`src/rtl/miter_sweep_ctrl.sv`:
```
// Exhaustive stimulus-and-compare controller for a combinational miter: sweeps every
// input pattern, waits a settle time, and records the first failure plus a mismatch count.
module miter_sweep_ctrl #(
    parameter int N_IN   = 3,
    parameter int N_OUT  = 2,
    parameter int SETTLE = 1
) (
    input  logic              clk,
    input  logic              rst,
    input  logic              start,
    input  logic              stop_on_first,
    output logic [N_IN-1:0]   pi,
    input  logic [N_OUT-1:0]  po_impl,
    input  logic [N_OUT-1:0]  po_ref,
    output logic              busy,
    output logic              done,
    output logic              mismatch,
    output logic [N_IN-1:0]   fail_pattern,
    output logic [N_OUT-1:0]  fail_mask,
    output logic [N_IN:0]     mismatch_count
);

    typedef enum logic [1:0] {
        S_IDLE,
        S_SETTLE,
        S_COMPARE,
        S_DONE
    } state_t;

    localparam logic [7:0]      SETTLE_LOAD = 8'(SETTLE - 1);
    localparam logic [N_IN-1:0] LAST_PAT    = '1;

    state_t            state_reg;
    logic [7:0]        settle_reg;
    logic              stop_reg;
    logic [N_IN-1:0]   pat_reg;
    logic              busy_reg;
    logic              done_reg;
    logic              mismatch_reg;
    logic [N_IN-1:0]   fail_pattern_reg;
    logic [N_OUT-1:0]  fail_mask_reg;
    logic [N_IN:0]     count_reg;

    logic [N_OUT-1:0]  diff;
    logic              any_diff;

    genvar gi;
    generate
        for (gi = 0; gi < N_OUT; gi++) begin : g_diff
            assign diff[gi] = po_impl[gi] ^ po_ref[gi];
        end
    endgenerate

    assign any_diff = |diff;

    always_ff @(posedge clk) begin
        if (rst) begin
            state_reg        <= S_IDLE;
            settle_reg       <= '0;
            stop_reg         <= 1'b0;
            pat_reg          <= '0;
            busy_reg         <= 1'b0;
            done_reg         <= 1'b0;
            mismatch_reg     <= 1'b0;
            fail_pattern_reg <= '0;
            fail_mask_reg    <= '0;
            count_reg        <= '0;
        end else begin
            case (state_reg)
                S_IDLE, S_DONE: begin
                    if (start) begin
                        state_reg        <= S_SETTLE;
                        settle_reg       <= SETTLE_LOAD;
                        stop_reg         <= stop_on_first;
                        pat_reg          <= '0;
                        busy_reg         <= 1'b1;
                        done_reg         <= 1'b0;
                        mismatch_reg     <= 1'b0;
                        fail_pattern_reg <= '0;
                        fail_mask_reg    <= '0;
                        count_reg        <= '0;
                    end
                end
                S_SETTLE: begin
                    if (settle_reg == 8'd0) begin
                        state_reg <= S_COMPARE;
                    end else begin
                        settle_reg <= settle_reg - 1'b1;
                    end
                end
                S_COMPARE: begin
                    if (any_diff) begin
                        count_reg <= count_reg + 1'b1;
                        if (!mismatch_reg) begin
                            mismatch_reg     <= 1'b1;
                            fail_pattern_reg <= pat_reg;
                            fail_mask_reg    <= diff;
                        end
                    end
                    // The sweep ends at the all-ones pattern, so pat_reg never wraps.
                    if ((any_diff && stop_reg) || (pat_reg == LAST_PAT)) begin
                        state_reg <= S_DONE;
                        busy_reg  <= 1'b0;
                        done_reg  <= 1'b1;
                    end else begin
                        state_reg  <= S_SETTLE;
                        settle_reg <= SETTLE_LOAD;
                        pat_reg    <= pat_reg + 1'b1;
                    end
                end
                default: state_reg <= S_IDLE;
            endcase
        end
    end

    assign pi             = pat_reg;
    assign busy           = busy_reg;
    assign done           = done_reg;
    assign mismatch       = mismatch_reg;
    assign fail_pattern   = fail_pattern_reg;
    assign fail_mask      = fail_mask_reg;
    assign mismatch_count = count_reg;

endmodule

```
`config.mk`:
```
export PLATFORM = sky130hd
export DESIGN_NAME = miter_sweep_ctrl
export DESIGN_NICKNAME = d
export VERILOG_FILES = /design/src/rtl/miter_sweep_ctrl.sv
export SDC_FILE = /design/constraint.sdc
export NUM_CORES = 1
export LEC_CHECK = 0
export CAP_MARGIN = 5
export CORE_ASPECT_RATIO = 0.7
export CORE_MARGIN = 2
export CORE_UTILIZATION = 30
export DETAILED_ROUTE_END_ITERATION = 6
export PLACE_DENSITY = 0.45
export SLEW_MARGIN = 20
export SYNTH_ARGS = -nofsm -noshare
export SYNTH_HDL_FRONTEND = slang
export SYNTH_SLANG_ARGS = --single-unit
```
`constraint.sdc`:
```
create_clock -name clk -period 2.2 [get_ports clk]
set_input_delay 0.44 -clock clk [delete_from_list [all_inputs] [get_ports clk]]
set_output_delay 0.44 -clock clk [all_outputs]
set_load 0.02 [all_outputs]
```
==> results of run 1 <==
## routing by layer
layer,wire length [microns],global-route usage (%),vias to the layer above,part of all wire [%]
met2,1570,19.9,37,38
met1,2370,25.4,686,57
li1,-,-,710,-
met4,19,1.68,0,0.46
met5,0,0,-,0
met3,191,3.93,2,4.6
## power by group
group          switching (mW)  internal (mW)
clock                   0.166          0.160
sequential              0.102          0.548
combinational           0.650          0.537
## worst max path at each step
stage,start,endpoint,depth (start not counted)
2_1_floorplan,state_reg[0],pi[0],7
3_3_place_gp,po_ref[1],settle_reg[7],6
3_5_place_dp,po_ref[1],settle_reg[7],6
4_1_cts,settle_reg[0],settle_reg[4],6
5_1_grt,settle_reg[0],state_reg[0],6
6_report,settle_reg[0],settle_reg[4],6
## worst register-to-register path, delay by kind of cell (launching register included)
kind | cells | cell delay, ps
fa+ha+maj | 1 | 260
compound gates | 1 | 130
simple gates | 3 | 1060
flops | 1 | 360
buf+inv | 1 | 120
## cell type report
class | count | area share (%)
inverter | 13 | 2.56
timing repair buffer | 35 | 16.7
multi-input combinational | 123 | 46.1
sequential | 26 | 27.3
clock buffer | 4 | 2.89
tap | 69 | 4.53
## per-stage QoR
| step | power [mW] | hold WS (ps) | std cells | setup slack, ps | area, sq um |
|---|---|---|---|---|---|
| finish | 2.16 | 475 | 270 | 155 | 1910 |
| global route | 2.33 | 511 | 270 | 32.2 | 1910 |
| CTS | 2.16 | 488 | 270 | 173 | 1910 |
| detailed placement | 1.82 | 473 | 266 | 33.2 | 1850 |
| global placement | 1.84 | 457 | 266 | 102 | 1850 |
| floorplan | 1.50 | 441 | 169 | 389 | 1520 |
## synthesized netlist by cell type (2+ instances only)
master / instances
nand4_1: 3
xnor2_1: 2
nor2_1: 3
dfxtp_1: 26
a21oi_1: 13
or4_4: 2
nand2b_1: 3
a31oi_1: 3
nor3_1: 3
clkbuf_1: 2
o21ai_0: 10
or4_1: 5
inv_1: 13
o32ai_1: 7
clkbuf_8: 4
a21o_1: 2
or2_2: 2
ha_1: 8
nand2_1: 13
o211ai_1: 3
nand3_1: 9
a22o_1: 2
a211oi_1: 2
or3_1: 2
## cell families (layout without fill, tap and decap cells)
kind of cell / after synthesis / count (layout) / synth area share (%)
buf+inv: 20 / 52 / 7.68
fa+ha+maj: 8 / 8 / 6.61
flops: 26 / 26 / 34.4
xor+xnor: 2 / 2 / 1.16
simple gates: 53 / 53 / 20.6
compound gates: 58 / 58 / 28.2
mux: 2 / 2 / 1.40
==> impl_metrics.yaml, run 1 <==
status:
  status: "finished clean"
final_layout:
  final_common_cell: "dfxtp_1"
  seqCellArea_sq_um: 520
  syn_to_final_growth_pct: 25.8
  drive_above_1_share_pct: 15.9
  antenna_cells: 0
  fin_util_pct: 39.4
  final_cell_mix: "26 x dfxtp_1, 22 x clkdlybuf4s50_1"
  largest_reg_flops: 8
  fill_cells: 502
  multi_input_area_sq_um: 878
  fin_nets: 218
timing:
  fmax_ghz: 0.489
  worst_pin_slew_ps: 430
  fin_tns_setup_ps: 0
  drv_slew: 0
  setup_violations: 0
  skew_ps: 3.73
  rsz0062_at_grt: "no"
  finalCritPeriodShare_pct: 93.0
  fin_crit_ps: 2050
  hold_violations: 0
  slew_headroom_pct: 71.3
clock_network:
  post_cts_resize_count: 0
  htreeDepth: 1
  cts_buffer_depth: 2
  cts.clk_slew.worst_paths_ps: 100
  cts_setup_buffers: 0
  clockRootBuffer: "clkbuf_8"
  clk_latency_ps: 280
  hold_buffers: 0
  cts_sinks: 26
  cts_tree: "done"
  cts_buffers: 3
logic_synthesis:
  synth_area_leaders: "dfxtp_1 34%, ha_1 6.6%, a21oi_1 4.3%"
  ys.flop_type: "dfxtp_1"
  avgSynthCellArea_sq_um: 8.97
  synth-async-reset-ratio_pct: 0
  ys_types: 51
  syn-num-nets: 185
  synth-edff-count: 0
  syn-instance-count: 169
  synth_area_sq_um: 1520
  seq_area_frac_synth_pct: 34.4
  synth_seq_cells: 26
  yosysWarnings: 0
  synth_top_area_cell: "dfxtp_1"
  yosys.area.top_type_share_pct: 34.4
detailed_routing:
  drc: 0
  routedWlPerCell_microns: 15.4
  num_vias: 1435
  drt_wl_total_microns: 4160
  vias_per_cell: 5.31
  drtAntennaViolNets: 0
  drt_iter0_drc: 87
  first_pass_iters: 4
place:
  dpl.hpwl_microns: 3150
  gp_congestion: 0.807
  io_buffers: 22
power:
  power.density_nw_per_um2: 1130
  leakage_nw: 0.717
  ir_drop_mv: 0.314
worst_hold_path:
  min_to: "fail_mask[1]"
  hold_path_depth: 2
  hold_start: "fail_mask[1]"
  min_path_type: "flip-flop to flip-flop"
global_route:
  antenna_found_initial: 0
  grt_pass1_wl_microns: 6740
  grt_pass1_vias: 1338
  grtUsageTotal_pct: 15.3
  grt_max_degree: 15
  grt_overflow: 0
floorplanning:
  die_h_microns: 63.5
  top_level_ports: 23
  rows: 21
  core_area_sq_um: 4830
  die_w_microns: 88.9
  die_area_sq_um: 5640
  initial_core_util_pct: 31.3
worst_setup_path:
  r2r_end: "settle_reg[4]"
  path_buf_inv: 1
  start_kind: "flip-flop"
  critPathKind: "flip-flop to flip-flop"
  slowest_stage: "or4b_4"
  reg2reg_from: "settle_reg[0]"
  cp_max_fo: 6
  worstRegToRegCells: 6
  path_cells: "inv_1 > ha_1 > or4b_4 > or2_2 > nand3_1 > o32ai_1"
  required_ps: 2360
  reg2reg_slack_ps: 150
  cp_slowest_stage_delay_ps: 540
  endpoint_kind: "flip-flop"
  cp_top_family: "simple AND/OR/NAND/NOR gates"
  cp.arrival_ps: 2200
job:
  cap_violations: 0
Power figures use the tool's default switching activity.
==> run 2: changes to the inputs <==
--- a/config.mk
+++ b/config.mk
@@ -7,7 +7,6 @@
 export LEC_CHECK = 0
 export CAP_MARGIN = 5
 export CORE_ASPECT_RATIO = 0.7
-export CORE_MARGIN = 2
 export CORE_UTILIZATION = 30
 export DETAILED_ROUTE_END_ITERATION = 6
 export PLACE_DENSITY = 0.45
==> run 2 against run 1 <==
  * Clock skew is 2.7 ps lower
  * First-iteration DRC count is 87% higher
  * Combinational power is 3% lower
  * Maximum frequency is 3.9% higher
==> impl_metrics.yaml, run 2 (synthesized netlist as in run 1, its figures left out) <==
status:
  status: "finished clean"
clock_network:
  htreeDepth: 1
  cts_tree: "done"
  cts_setup_buffers: 0
  cts_sinks: 26
  cts.clk_slew.worst_paths_ps: 90
  clk_latency_ps: 270
  post_cts_resize_count: 0
  cts_buffer_depth: 2
  cts_buffers: 3
  clockRootBuffer: "clkbuf_8"
  hold_buffers: 0
detailed_routing:
  vias_per_cell: 5.35
  num_vias: 1440
  drt_iter0_drc: 163
  routedWlPerCell_microns: 14.4
  first_pass_iters: 4
  drc: 0
  drtAntennaViolNets: 0
  drt_wl_total_microns: 3870
worst_setup_path:
  critPathKind: "flip-flop to flip-flop"
  cp_max_fo: 6
  required_ps: 2370
  endpoint_kind: "flip-flop"
  reg2reg_slack_ps: 230
  cp.arrival_ps: 2130
  start_kind: "flip-flop"
worst_hold_path:
  min_path_type: "flip-flop to flip-flop"
final_layout:
  largest_reg_flops: 8
  antenna_cells: 0
  fill_cells: 487
  final_cell_mix: "26 x dfxtp_1, 22 x clkdlybuf4s50_1, 13 x inv_1, 13 x nand2_1, 13 x a21oi_1"
  fin_nets: 217
  drive_above_1_share_pct: 15.5
  layout.cells.non_filler: 269
  syn_to_final_growth_pct: 26.4
  design_area_sq_um: 1920
  final_common_cell: "dfxtp_1"
timing:
  hold_ws_ps: 472
  finalCritPeriodShare_pct: 89.5
  worst_pin_slew_ps: 454
  fmax_ghz: 0.508
  skew_ps: 1.02
  drv_slew: 0
  slew_headroom_pct: 69.6
  fin_crit_ps: 1970
  setup_violations: 0
  hold_violations: 0
  fin_tns_setup_ps: 0
  rsz0062_at_grt: "no"
floorplanning:
  die_area_sq_um: 5340
  initial_core_util_pct: 31.5
  die_h_microns: 61.5
  core_area_sq_um: 4810
  die_w_microns: 86.9
  rows: 21
  top_level_ports: 23
power:
  power.density_nw_per_um2: 1150
  power.total_mw: 2.21
  leakage_nw: 0.719
  ir_drop_mv: 0.327
place:
  gp_congestion: 0.786
  dpl.hpwl_microns: 2900
  dp_cells: 265
  io_buffers: 22
  dpl_cell_area_sq_um: 1840
global_route:
  grtUsageTotal_pct: 15.5
  grt_pass1_vias: 1307
  grt_overflow: 0
  grt_max_degree: 21
  antenna_found_initial: 0
  grt_pass1_wl_microns: 6380
job:
  cap_violations: 0
[run 2: cell types whose count changed in the layout (fill, tap and decap cells not counted)]
cell | previous run | this run
buf_4 | 13 | 12
bufinv_16 | 0 | 1
clkbuf_8 | 4 | 3
[run 2: stage by stage]
| step | utilization [%] | setup WS [ps] |
|---|---|---|
| floorplan | - | 389 |
| global placement | 38.4 | 135 |
| detailed placement | 38.4 | 108 |
| CTS | 39.8 | 243 |
| global route | 39.8 | 83.0 |
| finish | 39.8 | 231 |
[run 2: power breakdown]
part | internal, mW | total [mW] | switching [mW]
clock network | 0.244 | 0.402 | 0.158
logic | 0.543 | 1.15 | 0.612
registers | 0.548 | 0.649 | 0.100
[run 2: path summary, 6_finish.rpt]
path                            cells after the start           from       endpoint
worst min register to register                      2   fail_mask[1]   fail_mask[1]
worst max-delay path                                6  settle_reg[0]  settle_reg[1]
worst max register to register                      6  settle_reg[0]  settle_reg[1]
worst min-delay path                                2   fail_mask[1]   fail_mask[1]
[run 2: metal layers]
| layer | wire length [microns] | track usage [%] | share of wire [%] | vias up |
|---|---|---|---|---|
| met5 | 0 | 0 | 0 | - |
| met4 | 23 | 2.38 | 0.59 | 0 |
| met3 | 257 | 4.02 | 6.6 | 2 |
| met2 | 1550 | 23.6 | 40 | 37 |
| met1 | 2040 | 22.4 | 53 | 694 |
| li1 | - | - | - | 707 |
[run 2: worst max-delay path, cell delays in order (launching register included)]
cell	delay (ps)
dfxtp_1	360
inv_1	110
ha_1	210
or4b_4	520
o211ai_1	430
or4_1	180
a21oi_1	50
[run 2: layout make-up]
type,count,area [sq um],area share (%)
clock buffers,3,41.3,2.16
clock inverters,1,30.0,1.57
inverters,13,48.8,2.55
multi-input cells,123,878,45.9
flip-flops and latches,26,520,27.2
well taps,69,86.3,4.51
repair buffers,34,310,16.2
